[config.mk]
export PLATFORM = sky130hd
export DESIGN_NAME = switch_allocator_flat
export DESIGN_NICKNAME = d
export VERILOG_FILES = /design/src/rtl/switch_allocator_if.sv /design/src/rtl/switch_allocator.sv /design/src/flat_wrapper.sv
export SDC_FILE = /design/constraint.sdc
export NUM_CORES = 1
export LEC_CHECK = 0
export ABC_AREA = 1
export BUFFER_PORTS_ARGS = -buffer_cell sky130_fd_sc_hd__buf_2
export CAP_MARGIN = 0
export CORE_AREA = 2 2 116 118
export CTS_CLUSTER_SIZE = 10
export DETAILED_ROUTE_END_ITERATION = 8
export DIE_AREA = 0 0 118 120
export MAX_ROUTING_LAYER = met4
export PLACE_DENSITY = 0.8
export REMOVE_ABC_BUFFERS = 1
export SLEW_MARGIN = 20
export SYNTH_ARGS = -nofsm -noshare
export SYNTH_HDL_FRONTEND = slang
export SYNTH_SLANG_ARGS = --single-unit
[constraint.sdc]
create_clock -name clk -period 3.42 [get_ports clk]
set_clock_uncertainty 0.05 [all_clocks]
set_input_delay 0.684 -clock clk [delete_from_list [all_inputs] [get_ports clk]]
set_output_delay 0.684 -clock clk [all_outputs]
set_load 0.05 [all_outputs]
[src/rtl/switch_allocator_if.sv]
// Bundle between the per-input route/FIFO side, the switch allocator and the crossbar.
// Latency: none; this is wiring only.
// Backpressure: out_ready carries downstream acceptance; in_read pops the input FIFOs.
interface switch_allocator_if;
    logic [24:0] req;         // req[5*i+o]: input i requests output o
    logic [4:0]  in_valid;    // input FIFO i non-empty
    logic [14:0] in_flit_id;  // head flit type of input i at [3*i+2:3*i]
    logic [4:0]  out_ready;   // output o can take a flit this cycle
    logic [4:0]  in_read;     // pop head flit of input i
    logic [4:0]  out_valid;   // flit present on output o
    logic [14:0] out_sel;     // crossbar select of output o, 3'd7 when idle
    logic [4:0]  out_busy;    // output o allocated to a packet

    // Routing/FIFO side drives requests and sees grants.
    modport master (
        output req, in_valid, in_flit_id, out_ready,
        input  in_read, out_valid, out_sel, out_busy
    );

    // Allocator side.
    modport slave (
        input  req, in_valid, in_flit_id, out_ready,
        output in_read, out_valid, out_sel, out_busy
    );
endinterface

[src/rtl/switch_allocator.sv]
// Per-output round-robin allocator: grants on a HEADER, holds the output until the TAIL transfers.
// Latency: grant registered one cycle after an eligible header; pops/out_valid are combinational off the grant.
// Backpressure: out_ready or in_valid low stalls the owner's pop; the grant and owner are held indefinitely.
module switch_allocator (
    input  logic              clk,
    input  logic              rst,
    switch_allocator_if.slave bus
);
    localparam int         NPORT       = 5;
    localparam logic [2:0] FLIT_HEADER = 3'b001;
    localparam logic [2:0] FLIT_TAIL   = 3'b100;
    localparam logic [2:0] NO_OWNER    = 3'd7;

    typedef enum logic {
        ST_IDLE = 1'b0,
        ST_BUSY = 1'b1
    } out_state_e;

    out_state_e state_q  [NPORT];
    out_state_e state_d  [NPORT];
    logic [2:0] owner_q  [NPORT];
    logic [2:0] owner_d  [NPORT];
    logic [2:0] rr_ptr_q [NPORT];
    logic [2:0] rr_ptr_d [NPORT];

    logic [4:0]       req_red  [NPORT];  // per input: lowest requested output only
    logic [NPORT-1:0] eligible [NPORT];  // eligible[o][i]
    logic [NPORT-1:0] owns_any;          // input i currently owns some output
    logic [NPORT-1:0] out_valid_c;
    logic [NPORT-1:0] in_read_c;

    logic       found;
    logic [3:0] scan_sum;
    logic [2:0] scan_idx;

    // Reduce each input's request to its lowest set bit (N > E > W > S > L).
    always_comb begin
        for (int i = 0; i < NPORT; i++) begin
            req_red[i] = bus.req[5*i +: 5] & (~bus.req[5*i +: 5] + 5'd1);
        end
    end

    // Eligibility: valid HEADER at the head, requesting o, and not already holding an output.
    always_comb begin
        owns_any = '0;
        for (int o = 0; o < NPORT; o++) begin
            for (int i = 0; i < NPORT; i++) begin
                if (state_q[o] == ST_BUSY && owner_q[o] == 3'(i)) begin
                    owns_any[i] = 1'b1;
                end
            end
        end
        for (int o = 0; o < NPORT; o++) begin
            eligible[o] = '0;
            for (int i = 0; i < NPORT; i++) begin
                eligible[o][i] = bus.in_valid[i]
                              && (bus.in_flit_id[3*i +: 3] == FLIT_HEADER)
                              && req_red[i][o]
                              && !owns_any[i];
            end
        end
    end

    // Flit transfer on busy outputs: owner has a flit and downstream accepts it.
    always_comb begin
        out_valid_c = '0;
        in_read_c   = '0;
        for (int o = 0; o < NPORT; o++) begin
            for (int i = 0; i < NPORT; i++) begin
                if (state_q[o] == ST_BUSY && owner_q[o] == 3'(i)
                    && bus.in_valid[i] && bus.out_ready[o]) begin
                    out_valid_c[o] = 1'b1;
                    in_read_c[i]   = 1'b1;
                end
            end
        end
        if (rst) begin
            out_valid_c = '0;
            in_read_c   = '0;
        end
    end

    // Per-output next state: round-robin grant from IDLE, release on TAIL transfer.
    // A releasing output never re-grants in the same cycle.
    always_comb begin
        state_d  = state_q;
        owner_d  = owner_q;
        rr_ptr_d = rr_ptr_q;
        found    = 1'b0;
        scan_sum = '0;
        scan_idx = '0;
        for (int o = 0; o < NPORT; o++) begin
            case (state_q[o])
                ST_IDLE: begin
                    found = 1'b0;
                    for (int k = 0; k < NPORT; k++) begin
                        scan_sum = {1'b0, rr_ptr_q[o]} + 4'(k);
                        scan_idx = (scan_sum >= 4'd5) ? 3'(scan_sum - 4'd5) : scan_sum[2:0];
                        if (!found && eligible[o][scan_idx]) begin
                            found       = 1'b1;
                            state_d[o]  = ST_BUSY;
                            owner_d[o]  = scan_idx;
                        end
                    end
                end
                ST_BUSY: begin
                    for (int i = 0; i < NPORT; i++) begin
                        if (owner_q[o] == 3'(i) && out_valid_c[o]
                            && bus.in_flit_id[3*i +: 3] == FLIT_TAIL) begin
                            state_d[o]  = ST_IDLE;
                            owner_d[o]  = NO_OWNER;
                            rr_ptr_d[o] = (i == NPORT-1) ? 3'd0 : 3'(i + 1);
                        end
                    end
                end
                default: begin
                    state_d[o] = ST_IDLE;
                    owner_d[o] = NO_OWNER;
                end
            endcase
        end
    end

    // State registers; reset returns every output to idle with no owner.
    always_ff @(posedge clk or posedge rst) begin
        if (rst) begin
            for (int o = 0; o < NPORT; o++) begin
                state_q[o]  <= ST_IDLE;
                owner_q[o]  <= NO_OWNER;
                rr_ptr_q[o] <= 3'd0;
            end
        end else begin
            for (int o = 0; o < NPORT; o++) begin
                state_q[o]  <= state_d[o];
                owner_q[o]  <= owner_d[o];
                rr_ptr_q[o] <= rr_ptr_d[o];
            end
        end
    end

    // Registered crossbar selects and busy flags straight from the owner/state flops.
    always_comb begin
        bus.out_sel  = '1;
        bus.out_busy = '0;
        for (int o = 0; o < NPORT; o++) begin
            bus.out_sel[3*o +: 3] = owner_q[o];
            bus.out_busy[o]       = (state_q[o] == ST_BUSY);
        end
    end

    assign bus.in_read   = in_read_c;
    assign bus.out_valid = out_valid_c;

endmodule

[src/flat_wrapper.sv]
// flat-port wrapper written by rule: the top's interface ports become plain ports
module switch_allocator_flat 
  (clk, rst, bus_req, bus_in_valid, bus_in_flit_id, bus_out_ready, bus_in_read, bus_out_valid, bus_out_sel, bus_out_busy);
  switch_allocator_if bus_i ();
  input  logic clk;
  input  logic rst;
  input wire logic [$bits(bus_i.req)-1:0] bus_req;
  input wire logic [$bits(bus_i.in_valid)-1:0] bus_in_valid;
  input wire logic [$bits(bus_i.in_flit_id)-1:0] bus_in_flit_id;
  input wire logic [$bits(bus_i.out_ready)-1:0] bus_out_ready;
  output wire logic [$bits(bus_i.in_read)-1:0] bus_in_read;
  output wire logic [$bits(bus_i.out_valid)-1:0] bus_out_valid;
  output wire logic [$bits(bus_i.out_sel)-1:0] bus_out_sel;
  output wire logic [$bits(bus_i.out_busy)-1:0] bus_out_busy;
  assign bus_i.req = bus_req;
  assign bus_i.in_valid = bus_in_valid;
  assign bus_i.in_flit_id = bus_in_flit_id;
  assign bus_i.out_ready = bus_out_ready;
  assign bus_in_read = bus_i.in_read;
  assign bus_out_valid = bus_i.out_valid;
  assign bus_out_sel = bus_i.out_sel;
  assign bus_out_busy = bus_i.out_busy;
  switch_allocator u_core (.clk(clk), .rst(rst), .bus(bus_i));
endmodule
# After elaboration in Yosys (flattened, before gate mapping)

Cells that the tools add are included.

Flip-flop bits (word level): 35
Word-level logic and storage cells: 736

Eq/ne operators: 40
Reductions and logical operators: 245
Add/sub/neg operators: 50
Mux-type cells: 321
Bitwise gates (word level): 15
$lt $le $gt $ge: 50

Operators with widths:

| operator            | count |
|---|---|
| $mux 3              | 100 |
| $logic_and 1x1->1   | 200 |
| $mux 1              | 184 |
| $lt 3x4->1 const B  | 25 |
| $ge 4x3->1 const B  | 20 |
| $bmux 1 s3          | 25 |
| $sub 3x3->3 const B | 25 |
| $add 3x2->4 const B | 10 |
| $eq 3x1->1 const B  | 10 |
| $eq 3x2->1 const B  | 10 |
| $eq 3x3->1 const B  | 10 |
| $ne 6x1->1 const B  | 5 |
| $ne 6x6->1 const B  | 5 |
| $pmux 3 s2          | 5 |
| $add 5x1->5 const B | 5 |
| $and 5x5->5         | 5 |
| $logic_not 1->1     | 25 |
| $not 5->5           | 5 |
| $reduce_bool 5->1   | 5 |
| $add 3x1->4 const B | 5 |
| $add 3x3->4 const B | 5 |
| $reduce_and 2->1    | 10 |
| $ge 3x3->1 const B  | 5 |
| $logic_not 3->1     | 5 |
| 3 further kinds     | 12 |

# Depth between registers and ports, before layout

Depth in word-level cells: 29
Depth in mapped cells: 23
Mapped depth without buffers: 22

# Least setup slack after synthesis

OpenSTA, ideal clock, no wires.

Path kind: flip-flop to flip-flop
Start: register u_core.rr_ptr_q[6] in the netlist's numbering
End: register u_core.owner_q, in the netlist u_core.bus.out_sel[6]
Data required time: 3.297 ns
Period minus slack after synthesis: 2.976 ns
Slack: 0.444 ns
Setup time: 0.073 ns
Arrival time: 2.853 ns
Stages on the path, launching flop included: 17
Path buffers: 1
Cells stage by stage: dfrtp_1 > buf_2 > inv_1 > ha_1 > inv_1 > fa_1 > nor2_1 > nor2_1 > o21ai_0 > inv_1 > nand3_1 > nand3_1 > o21ai_1 > nand4_2 > nor2_1 > nor2_1 > a21oi_1

Word-level cells in the longest chain between the ends: 22
Elaborated cells on any way between the ends: 53
Those cells by class: add/sub: 9; order compare: 5; eq/ne: 1; mux: 29; reduce/logical: 9

Ends and longest elaborated chain:

| element                                              | line                    | RTL |
|---|---|---|
| start: declaration                                   | switch_allocator.sv:23  | `logic [2:0] rr_ptr_q [NPORT];` |
| start signal: indexed assignment                     | switch_allocator.sv:136 | `rr_ptr_q[o] <= rr_ptr_d[o];` |
| branches (longest 22 deep; another with $add 3x1->4) | --                      |  |
| end signal: indexed assignment                       | switch_allocator.sv:135 | `owner_q[o] <= owner_d[o];` |
| end: declaration                                     | switch_allocator.sv:21  | `logic [2:0] owner_q [NPORT];` |

Several ways; the timed one is not identified. The select of a mux whose other input is x is not followed.
A chain may end at the register's enable or synchronous reset.

# Worst setup path in the final report

Start: register u_core.rr_ptr_q[1] in the netlist's numbering
End: register u_core.owner_q, in the netlist u_core.bus.out_sel[12]

The elaborated chain is that of the path after synthesis.

==> impl_metrics.toml <==
[status]
status = "finished, final reports clean"

[setup_path]
setup.worst_path.start_class = "flip-flop"
reg2reg_from = "u_core.rr_ptr_q[1]$_DFFE_PP0P_"
worst_path_largest_cell_delay_ns = 0.53
crit_fanout = 8
arrival_ns = 3.23
slowest_stage = "dfrtp_1"
required_ns = 3.59
critPathKind = "flip-flop to flip-flop"
crit_chain = "inv_1 > ha_1 > ha_1 > o21ai_0 > nand2_1 > xor2_1 > o31ai_1 > o21ai_0 > nor2_1 > nand2_1 > nand3_1 > nand2_1 > a21oi_1"
critPathLaunch = "u_core.rr_ptr_q[1]$_DFFE_PP0P_"
cpMostUsedCell = "nand2_1"
endpoint_kind = "flip-flop"
critPathTopFamily = "simple AND/OR/NAND/NOR gates"
path_buf_inv = 1

[cts]
htreeDepth = 2
clock_sinks = 35
clk_path_buf_depth = 2
insertion_delay_ns = 0.30
post_cts_buffers = 0
numCtsBuffers = 5
holdBufCountCts = 0
cts_tree = "yes"
clkTransAtPathRegs_ns = 0.06
clock-root-buffer = "clkbuf_16"

[floorplan]
num_rows = 42
die-area_um2 = 14200
die_w_um = 118
start_util_pct = 58.4
coreArea_um2 = 13000
die_height_um = 120
io_pins = 82

[yosys]
syn_area_um2 = 7580
synth_top_family_by_area = "simple AND/OR/NAND/NOR gates"
synthTopCellsByArea = "nand2_1, nand3_1, inv_1"
ys_types = 45
yosys.area.top_type = "nand2_1"
synth_compound_area_share_pct = 11.5
synth-adder-area-share_pct = 7.92
yosys-mux-area-fraction_pct = 0
yosys_warnings = 0
yosys.area_share.simple_pct = 54.1
synth_top_area_share_pct = 17.1
synth_xor_area_share_pct = 2.54
synthCells = 1373
syn_avg_cell_area_um2 = 5.52
yosysSeqAreaShare_pct = 11.8
ys_ff_latch = 35

[final_layout]
drive_gt1_share_pct = 13.0
syn_to_final_growth_pct = 10.9
instances_no_fill = 1645
nNetsFinal = 1563
fillers = 1275

[placed_design]
place_congestion = 1.05
port_buffers = 81
hpwl_mm = 20.5
dp_cells = 1635

[drt]
drc = 0
vias = 9452
wl_mm = 24.9
firstDrtPassIters = 5
drtIter0Drc = 1123
wire_per_inst_um = 15.1
ant_nets = 0
via_per_inst = 5.75

[power_and_ir_drop]
leakage_nw = 4.55
ir_worst_vdd_mv = 0.601
powerDensity_nw_per_um2 = 827

[sta]
rsz0062_at_grt = "no"
finalHoldViolations = 0
slew_violations = 0
max_freq_ghz = 0.327
fin_setup_tns_ns = 0
whs_ns = 0.420
fin_crit_ns = 3.06
relSlewSlack_pct = 63.3
period_share_pct = 89.4
tightest_slew_ns = 0.544
setup_viol_count_final = 0

[grt]
grtUsageTotal_pct = 36.4
globalRouteOverflowTotal = 0
grt_pass1_vias = 8438
grt_busiest_layer = "met2"
gr-usage-met3_pct = 5.42
gr-usage-met1_pct = 46.6
grt_max_degree = 16
antenna_found_initial = 2
grt_pass1_wl_mm = 40.9
use_met2_pct = 59.2

[min_path]
holdCritPathClass = "input port to async pin"

[run]
cap_viol_max_count = 0
-- cell usage after synthesis, drive strengths merged --
cell type / n
buf: 15
o31ai: 4
a211oi: 1
clkbuf: 1
o21ai: 74
nor2: 174
o22ai: 4
nor3b: 2
a31oi: 5
ha: 40
inv: 211
xor2: 20
and3: 2
xnor2: 2
nand3: 241
dfrtp: 20
nor3: 38
a31o: 1
nor4: 5
nand2: 359
clkinv: 3
dfstp: 15
nand4: 58
o211ai: 8
nand3b: 11
fa: 5
o21bai: 7
or2: 1
a21oi: 44
o21a: 2
-- cell families (layout without fill, tap and decap cells) --
| logic type | Yosys count | in the layout |
|---|---|---|
| and+or+nand+nor | 891 | 891 |
| buffers and inverters | 230 | 324 |
| AOI/OAI and AO/OA | 150 | 150 |
| adders and majority gates | 45 | 45 |
| DFF | 35 | 35 |
| xor gates and xnor gates | 22 | 22 |
| other | 0 | 2 |
-- layout make-up --
cell class	count	area, um^2	area share, %
Antenna cell	2	5.00	0.0595
Timing Repair Buffer	102	563	6.70
Tap cell	176	220	2.62
Multi-Input combinational cell	1108	5780	68.7
Clock buffer	6	129	1.53
Sequential cell	35	895	10.6
Clock inverter	2	12.5	0.149
Inverter	214	803	9.56
-- metal layers --
metal,wire (um),vias up
li1,-,4742
met2,11200,437
met4,843,0
met1,10900,4215
met3,1940,58
met5,0,-
-- cells in the final DEF, fill, tap and decap left out, types with 7 or more instances in the layout --
cell,n
nand2_1,346
o211ai_1,7
buf_2,81
inv_2,12
a21oi_1,38
nor2_2,11
nand3b_1,11
nand4_1,54
dfstp_2,15
nor2_4,8
o21bai_1,7
nor2_1,154
o21ai_1,13
dfrtp_1,20
xor2_1,18
inv_1,199
buf_4,21
nor3_1,38
nand3_1,236
nand2_2,12
ha_1,40
o21ai_0,59
-- registers in the layout, indices dropped and copies added, names as in the netlist --
name	count
u_core.bus.out_busy	5
u_core.rr_ptr_q	15
u_core.bus.out_sel	15
-- worst paths after layout --
path / end / slack (ns) / cells past startpoint
max: u_core.bus.out_sel[12]$_DFFE_PP1P_ / 0.36 / 13
min: u_core.bus.out_busy[0]$_DFF_PP0_ / 0.42 / 2
max reg2reg: u_core.bus.out_sel[12]$_DFFE_PP1P_ / 0.36 / 13
min reg2reg: u_core.bus.out_sel[14]$_DFFE_PP1P_ / 0.50 / 2
max in group asynchronous: u_core.bus.out_sel[7]$_DFFE_PP1P_ / 2.26 / 3
min in group clk: u_core.bus.out_sel[14]$_DFFE_PP1P_ / 0.50 / 2
-- where the power goes --
group	switching (mW)	internal, mW	leakage, nW
clock	0.191	0.269	0.0669
combinational	3.91	1.76	4.12
sequential	0.241	0.581	0.359
total	4.34	2.61	4.55
-- stage by stage --
step                      setup slack [ns]  cell area, um^2  utilization, %  power [mW]
final                                0.361             8410            64.8        6.95
after global routing                0.0627             8410            64.8        7.67
after CTS                            0.288             8390            64.6        6.80
after detailed placement             0.317             8240            63.5        6.31
after global placement               0.314             8240            63.5        6.23
after floorplan                      0.470             7460               -        5.06
-- timing repair --
item,CTS,global route
endpoints found under the setup margin,0,7
hold endpoints to repair,0,0
gates resized for setup,0,4
No activity file was read; power rests on OpenSTA's default activity.
